### src/rtl/time_param_bank.sv
// rtl/time_param_bank.sv - programmable timing-interval bank with shadow commit and countdown timer
//
// Holds NUM_PARAMS interval values. Writes go to shadow registers and only
// reach the active bank when commit is pulsed. A countdown timer loads an
// active interval and pulses expired when the interval has elapsed.
//
// Ports:
//   clk                 system clock
//   reset               asynchronous active-high reset
//   selector            read index and timer-load index
//   t_value_output      active value of entry [selector], 0 when out of range
//   reprogram           single-cycle write strobe
//   selector_reprogram  write index
//   t_value_input       write data (0 is rejected)
//   commit              move all pending shadow values into the active bank
//   pending             at least one shadow write is not yet committed
//   prog_err            one-cycle pulse for a rejected write
//   tick_en             timebase strobe, one cycle per tick
//   start               load the timer from active[selector]
//   busy                timer running
//   expired             one-cycle pulse when the countdown completes

module time_param_bank #(
    parameter int NUM_PARAMS = 4,
    parameter int VALUE_W    = 4,
    parameter int SEL_W      = 2,
    parameter logic [NUM_PARAMS*VALUE_W-1:0] DEFAULTS = {4'd0, 4'd2, 4'd3, 4'd6}
) (
    input  logic               clk,
    input  logic               reset,
    input  logic [SEL_W-1:0]   selector,
    output logic [VALUE_W-1:0] t_value_output,
    input  logic               reprogram,
    input  logic [SEL_W-1:0]   selector_reprogram,
    input  logic [VALUE_W-1:0] t_value_input,
    input  logic               commit,
    output logic               pending,
    output logic               prog_err,
    input  logic               tick_en,
    input  logic               start,
    output logic               busy,
    output logic               expired
);

    typedef enum logic {
        ST_IDLE = 1'b0,
        ST_RUN  = 1'b1
    } state_t;

    logic [VALUE_W-1:0]    active_q [NUM_PARAMS];
    logic [VALUE_W-1:0]    active_d [NUM_PARAMS];
    logic [VALUE_W-1:0]    shadow_q [NUM_PARAMS];
    logic [VALUE_W-1:0]    shadow_d [NUM_PARAMS];
    logic [NUM_PARAMS-1:0] pend_q;
    logic [NUM_PARAMS-1:0] pend_d;
    logic                  pending_q;
    logic                  pending_d;
    logic                  prog_err_q;
    logic                  prog_err_d;

    state_t                state_q;
    state_t                state_d;
    logic [VALUE_W-1:0]    count_q;
    logic [VALUE_W-1:0]    count_d;
    logic                  expired_q;
    logic                  expired_d;

    logic [VALUE_W-1:0]    rd_value;
    logic                  wr_in_range;
    logic                  wr_ok;

    // Selecting by equality keeps out-of-range selectors from indexing past
    // the array when 2^SEL_W > NUM_PARAMS; they simply read as 0.
    always_comb begin
        rd_value    = '0;
        wr_in_range = 1'b0;
        for (int i = 0; i < NUM_PARAMS; i++) begin
            if (selector == SEL_W'(i)) begin
                rd_value = active_q[i];
            end
            if (selector_reprogram == SEL_W'(i)) begin
                wr_in_range = 1'b1;
            end
        end
    end

    assign wr_ok = reprogram && wr_in_range && (t_value_input != '0);

    // Commit is evaluated against the pre-edge shadow, then the write is
    // applied on top, so a same-cycle write to a committed entry stays pending.
    always_comb begin
        active_d   = active_q;
        shadow_d   = shadow_q;
        pend_d     = pend_q;
        prog_err_d = reprogram && !wr_ok;
        for (int i = 0; i < NUM_PARAMS; i++) begin
            if (commit && pend_q[i]) begin
                active_d[i] = shadow_q[i];
                pend_d[i]   = 1'b0;
            end
            if (wr_ok && (selector_reprogram == SEL_W'(i))) begin
                shadow_d[i] = t_value_input;
                pend_d[i]   = 1'b1;
            end
        end
        pending_d = |pend_d;
    end

    // Timer next state. start wins over tick_en; a zero load never enters RUN,
    // so count is never decremented from 0.
    always_comb begin
        state_d   = state_q;
        count_d   = count_q;
        expired_d = 1'b0;
        if (start) begin
            count_d = rd_value;
            if (rd_value == '0) begin
                state_d   = ST_IDLE;
                expired_d = 1'b1;
            end else begin
                state_d = ST_RUN;
            end
        end else if ((state_q == ST_RUN) && tick_en) begin
            if (count_q > VALUE_W'(1)) begin
                count_d = count_q - VALUE_W'(1);
            end else begin
                count_d   = '0;
                state_d   = ST_IDLE;
                expired_d = 1'b1;
            end
        end
    end

    always_ff @(posedge clk or posedge reset) begin
        if (reset) begin
            for (int i = 0; i < NUM_PARAMS; i++) begin
                active_q[i] <= DEFAULTS[i*VALUE_W +: VALUE_W];
                shadow_q[i] <= DEFAULTS[i*VALUE_W +: VALUE_W];
            end
            pend_q     <= '0;
            pending_q  <= 1'b0;
            prog_err_q <= 1'b0;
            state_q    <= ST_IDLE;
            count_q    <= '0;
            expired_q  <= 1'b0;
        end else begin
            active_q   <= active_d;
            shadow_q   <= shadow_d;
            pend_q     <= pend_d;
            pending_q  <= pending_d;
            prog_err_q <= prog_err_d;
            state_q    <= state_d;
            count_q    <= count_d;
            expired_q  <= expired_d;
        end
    end

    assign t_value_output = rd_value;
    assign pending        = pending_q;
    assign prog_err       = prog_err_q;
    assign busy           = (state_q == ST_RUN);
    assign expired        = expired_q;

endmodule

### config.mk
export PLATFORM = sky130hd
export DESIGN_NAME = time_param_bank
export DESIGN_NICKNAME = d
export VERILOG_FILES = /design/src/rtl/time_param_bank.sv
export SDC_FILE = /design/constraint.sdc
export NUM_CORES = 1
export LEC_CHECK = 0
export CAP_MARGIN = 40
export CORE_ASPECT_RATIO = 0.7
export CORE_UTILIZATION = 54
export CTS_CLUSTER_SIZE = 8
export DETAILED_ROUTE_END_ITERATION = 10
export MAX_ROUTING_LAYER = met4
export PLACE_DENSITY_LB_ADDON = 0.1
export SKIP_CTS_REPAIR_TIMING = 1
export SYNTH_ARGS = -nofsm -noshare
export SYNTH_HDL_FRONTEND = slang
export SYNTH_SLANG_ARGS = --single-unit
### constraint.sdc
create_clock -name clk -period 1.9 [get_ports clk]
set_input_delay 0.38 -clock clk [delete_from_list [all_inputs] [get_ports clk]]
set_output_delay 0.38 -clock clk [all_outputs]
set_load 0.005 [all_outputs]
=== Word-level counts from Yosys, hierarchy flattened ===
Cells that the tools add are included.

* Flip-flop bits (word level): 44
* Logic and storage cells: 70
* Input bits: 14

* Add/sub/neg operators: 1
* Multiplexer cells: 27
* Equal/unequal tests: 7
* Reduce and logical (&&, ||, !) cells: 20
* Order comparisons: 1

{| class="wikitable"
|+ Operators by type and width
! operator !! number
|-
| $mux 4 || 7
|-
| $mux 1 || 20
|-
| $logic_and 1x1->1 || 12
|-
| $eq 2x2->1 const B || 4
|-
| $eq 2x1->1 const B || 2
|-
| $gt 4x1->1 const B || 1
|-
| $logic_not 2->1 || 2
|-
| $logic_not 4->1 || 1
|-
| $reduce_bool 4->1 || 1
|-
| $reduce_or 4->1 || 1
|-
| $sub 4x1->4 const B || 1
|-
| $ne 2x2->1 const B || 1
|-
| $reduce_and 2->1 || 1
|-
| $reduce_bool 2->1 || 1
|-
| $logic_not 1->1 || 1
|}

=== Depth between registers and ports, before layout ===
* Depth in word-level cells: 10
* Gate-level depth with buffers: 6
* Gate-level depth less buffers: 6

=== Worst setup path before layout ===
No wires, ideal clock.

* Path type: register to register
* Start: reg count_q[0]
* End: reg count_q[3]
* Clock period less this slack: 1.604 ns
* Cell stages (with the launch flop): 7
* Slack: 0.296 ns
* Required time: 1.773 ns
* Setup time: 0.127 ns
* Arrival time: 1.477 ns
* Cell sequence: dfrtp_1 > inv_1 > ha_1 > nor2_1 > o31ai_1 > o21ai_0 > a221o_2

* Longest elaborated chain between the ends: 4
* Elaborated cells on any way between the ends: 5
* Classes of those cells: add/sub (1); order compare (1); mux (3)

{| class="wikitable"
|+ Ends and longest elaborated chain
! element !! line !! text
|-
| from (decl) || 63 || <nowiki>logic [VALUE_W-1:0] count_q;</nowiki>
|-
| from (signal assigned) || 153 || <nowiki>count_q <= count_d;</nowiki>
|-
| $sub 4x1->4 / $gt 4x1->1 (equally long branches) || 125, 124 ||
|-
| $mux 4 (*) || 124 || <nowiki>if (count_q > VALUE_W'(1)) begin</nowiki>
|-
| $mux 4 (*) || 123 || <nowiki>end else if ((state_q == ST_RUN) && tick_en) begin</nowiki>
|-
| $mux 4 (*) || 115 || <nowiki>if (start) begin</nowiki>
|}

Every way passes the cells marked *; elsewhere a longest branch is shown, timed or not. The select of a mux whose other input is x is not followed.
A chain may end at the register's enable or synchronous reset.

=== Worst setup path in the final report ===
* Start: in t_value_input[3]
* End: reg shadow_q[15] in the netlist's numbering

* Longest elaborated chain between the ends: 3

{| class="wikitable"
|+ Ends and longest elaborated chain
! element !! line !! text
|-
| from (decl) || 35 || <nowiki>input logic [VALUE_W-1:0] t_value_input,</nowiki>
|-
| $reduce_bool 4->1 || 87 || <nowiki>assign wr_ok = reprogram && wr_in_range && (t_value_input != '0);</nowiki>
|-
| $logic_and 1x1->1 || 87 ||
|-
| $logic_and 1x1->1 || 101 || <nowiki>if (wr_ok && (selector_reprogram == SEL_W'(i))) begin</nowiki>
|-
| to (signal, indexed assignment) || 138 || <nowiki>shadow_q[i] <= DEFAULTS[i*VALUE_W +: VALUE_W];</nowiki>
|-
| to (signal assigned) || 148 || <nowiki>shadow_q <= shadow_d;</nowiki>
|-
| to (decl) || 52 || <nowiki>logic [VALUE_W-1:0] shadow_q [NUM_PARAMS];</nowiki>
|}

Several ways; a longest one is shown, not always the timed one.

==> summary.txt <==
Outcome
  • Status: finished clean

Timing
  • Layout Skew: ~0.0054 ns
  • Hold WS: 0.441 ns
  • Actual slew at the worst max-slew pin: roughly 0.53 ns
  • Unrepaired setup endpoints after global routing: false
  • Worst setup margin: ~0.071 ns
  • Max-slew violation count: 0
  • Final Hold Vio Count: 0
  • Max Clk Rate: around 550 MHz
  • Fin crit share: just under 100%
  • Slew margin rel.: between 60 and 70%
  • Minimum clock period: roughly 1.8 ns
  • Final setup viols: 0

Power and ir drop
  • Maximum vdd drop: between 500 and 600 uV
  • Pwr dens: around 1200 nW/um^2
  • Leak: approximately 1.1 nW
  • Sequential power share: about 51%
  • Internal: 2.00 mW
  • Switching Fraction: approximately 29%
  • Clock power frac: 21.0%
  • NetSw: around 0.8 mW
  • Comb power frac: roughly 28%

Route
  • Vias/cell: roughly 5.7
  • Average wire per standard cell: approximately 17 um
  • Vias: between 1000 and 1500
  • WL final: ~3.8 mm
  • First drt pass iteration count: 4
  • Initial DRC count: 45
  • # DRC: 0
  • Routed Antenna Nets: 0

Synth
  • Mapped Cells: 130
  • Post-Syn Nets: around 150
  • Seq/Total Area, Yosys: about three fifths
  • Post-Syn Area per Cell: about 14 um^2
  • Synth unique cells: 25
  • EDFF count, synth: 0
  • Post-Syn Area: between 1500 and 2000 um^2
  • Most used DFF post-synth: dfrtp_1
  • Ys Warns: 0
  • Ys async rst share: 100%
  • #FFs+latches synth: 44

Floorplanning
  • Core region area: roughly 3200 um^2
  • Core Rows: 17
  • Die W: ~72 um
  • Die area: between 3000 and 4000 um^2
  • I/O pin total: 22
  • Die Y: ~51 um
  • Initial Util: between 50 and 60%

Clock tree
  • CTS Root Cell: clkbuf_8
  • Clk_lat worst skew: around 0.29 ns
  • H-tree levels: 2
  • Clock sink count: between 40 and 50
  • TritonCTS clock tree: done
  • Clock Pin Slew Worst Setup and Hold Paths: about 0.080 ns
  • Total CTS buffers: 5
  • Clock buffer depth: 2

Setup path
  • Critical Path RT: between 2 and 2.5 ns
  • Critical path, cell by cell: clkdlybuf4s50_1 -> nor4_1 -> nand2b_1 -> nor3_2 -> mux2_2
  • Critical Path Fanout Max: 5
  • Kind of critical path: primary input to flop
  • Slowest cell on the critical path: clkdlybuf4s50_1
  • CP Launch Type: primary input
  • CP arrival: between 2 and 2.5 ns
  • Slowest stage delay, CP: 0.53 ns
  • Crit end category: flop

Global routing
  • Initial antenna violation count: 0
  • Global-route usage over all layers: approximately 24%
  • Largest net degree at the start of global routing: 45
  • First-pass GRT wire length: 6.11 mm
  • Vias in the first global route: about 1200
  • GR Overflow Total: 0

Finish
  • Nets: 189
  • Layout cells sized above 1: around 41%
  • Most frequent cells in the layout: dfrtp_1 (34), mux2_2 (32), clkdlybuf4s50_1 (15), buf_4 (14), dfstp_2 (10)
  • Layout overhead on the synthesized area: 26.5%
  • Fin cells: approximately 220
  • N_diodes: 0
  • Most common cell after layout, fill and taps aside: dfrtp_1

Flow run
  • Max-Cap Viols: 0

Place
  • Placed instance count: 213
  • Final GP Congestion: approximately 0.8
  • IO Port Bufs: 21
  • Pre-CTS WS: -0.488 ns
  • DP HPWL: approximately 2.8 mm

Min path
  • Min-Delay Path Class: primary input to asynchronous set/reset pin
==> power by group through the flow <==
stage	clock [mW]	combinational [mW]	sequential, mW
after floorplan	0	0.466	1.37
after global placement	0	0.747	1.43
after detailed placement	0	0.785	1.45
after CTS	0.600	0.791	1.43
after global routing	0.632	0.849	1.47
final	0.588	0.779	1.44
==> layer usage <==
layer  vias to the layer above  wire [um]  GRT usage, %
met5                         -          0             -
met4                         0         71          11.4
li1                        563          -             -
met2                        45       1850          37.7
met1                       635       1750          31.1
met3                         9        155          4.73
==> kinds of logic after synthesis <==
| kind of cell | after synthesis | synth area share [%] |
|---|---|---|
| buffers and inverters | 6 | 1.20 |
| and+or+nand+nor | 27 | 7.70 |
| DFF | 44 | 59.6 |
| muxes | 36 | 24.3 |
| AOI/OAI and AO/OA | 15 | 5.89 |
| adders and majority gates | 2 | 1.34 |
==> layout make-up <==
cell class              instances  area, um^2
clock buffers                   5        68.8
well taps                      47        58.8
repair buffers                 36         350
multi-input cells              80         729
flip-flops and latches         44        1110
fillers                       218         868
inverters                       6        22.5
clock inverters                 3        21.3
==> critical path, delay by kind of cell <==
| family | cells | cell delay, ns |
|---|---|---|
| buf+inv | 1 | 0.53 |
| simple gates | 3 | 0.70 |
| mux | 1 | 0.39 |
==> sequential cells by signal (all words and copies together), names as in the netlist <==
signal    cells
shadow_q     16
count_q       4
pending       1
expired       1
prog_err      1
busy          1
pend_q        4
active_q     16
==> metrics by stage <==
step	setup TNS [ns]	instance area (um^2)	power (mW)	utilization, %
final	0	2360	2.81	73.1
after global routing	0	2360	2.95	73.1
after CTS	-1.82	2350	2.82	72.8
after detailed placement	-5.55	2260	2.23	70.0
after global placement	-4.52	2260	2.18	70.0
after floorplan	0	1870	1.84	-
==> synthesized netlist by cell type, types with 2 or more instances <==
cell	instances	area, um^2
nand3_1	2	10.0
a21o_1	4	30.0
dfstp_2	10	263
o21ai_0	4	20.0
mux2_2	32	360
inv_1	6	22.5
nor2_1	4	15.0
ha_1	2	25.0
nor3_1	3	15.0
nand2_1	9	33.8
a21oi_1	2	10.0
mux4_2	3	67.6
a221o_1	2	20.0
dfrtp_1	34	851
nor4_1	3	18.8
==> final timing paths <==
| check | slack (ns) | from | cells past startpoint | endpoint |
|---|---|---|---|---|
| hold reg to reg | 0.51 | shadow_q[10] | 1 | active_q[10] |
| max in group asynchronous | 1.18 | reset | 3 | active_q[14] |
| hold / removal | 0.44 | reset | 3 | count_q[1] |
| setup / recovery | 0.07 | t_value_input[3] | 5 | shadow_q[15] |
| setup reg to reg | 0.21 | active_q[3] | 5 | busy |
| min in group clk | 0.51 | shadow_q[10] | 1 | active_q[10] |
Note: power is estimated with default switching activity, not from simulation.
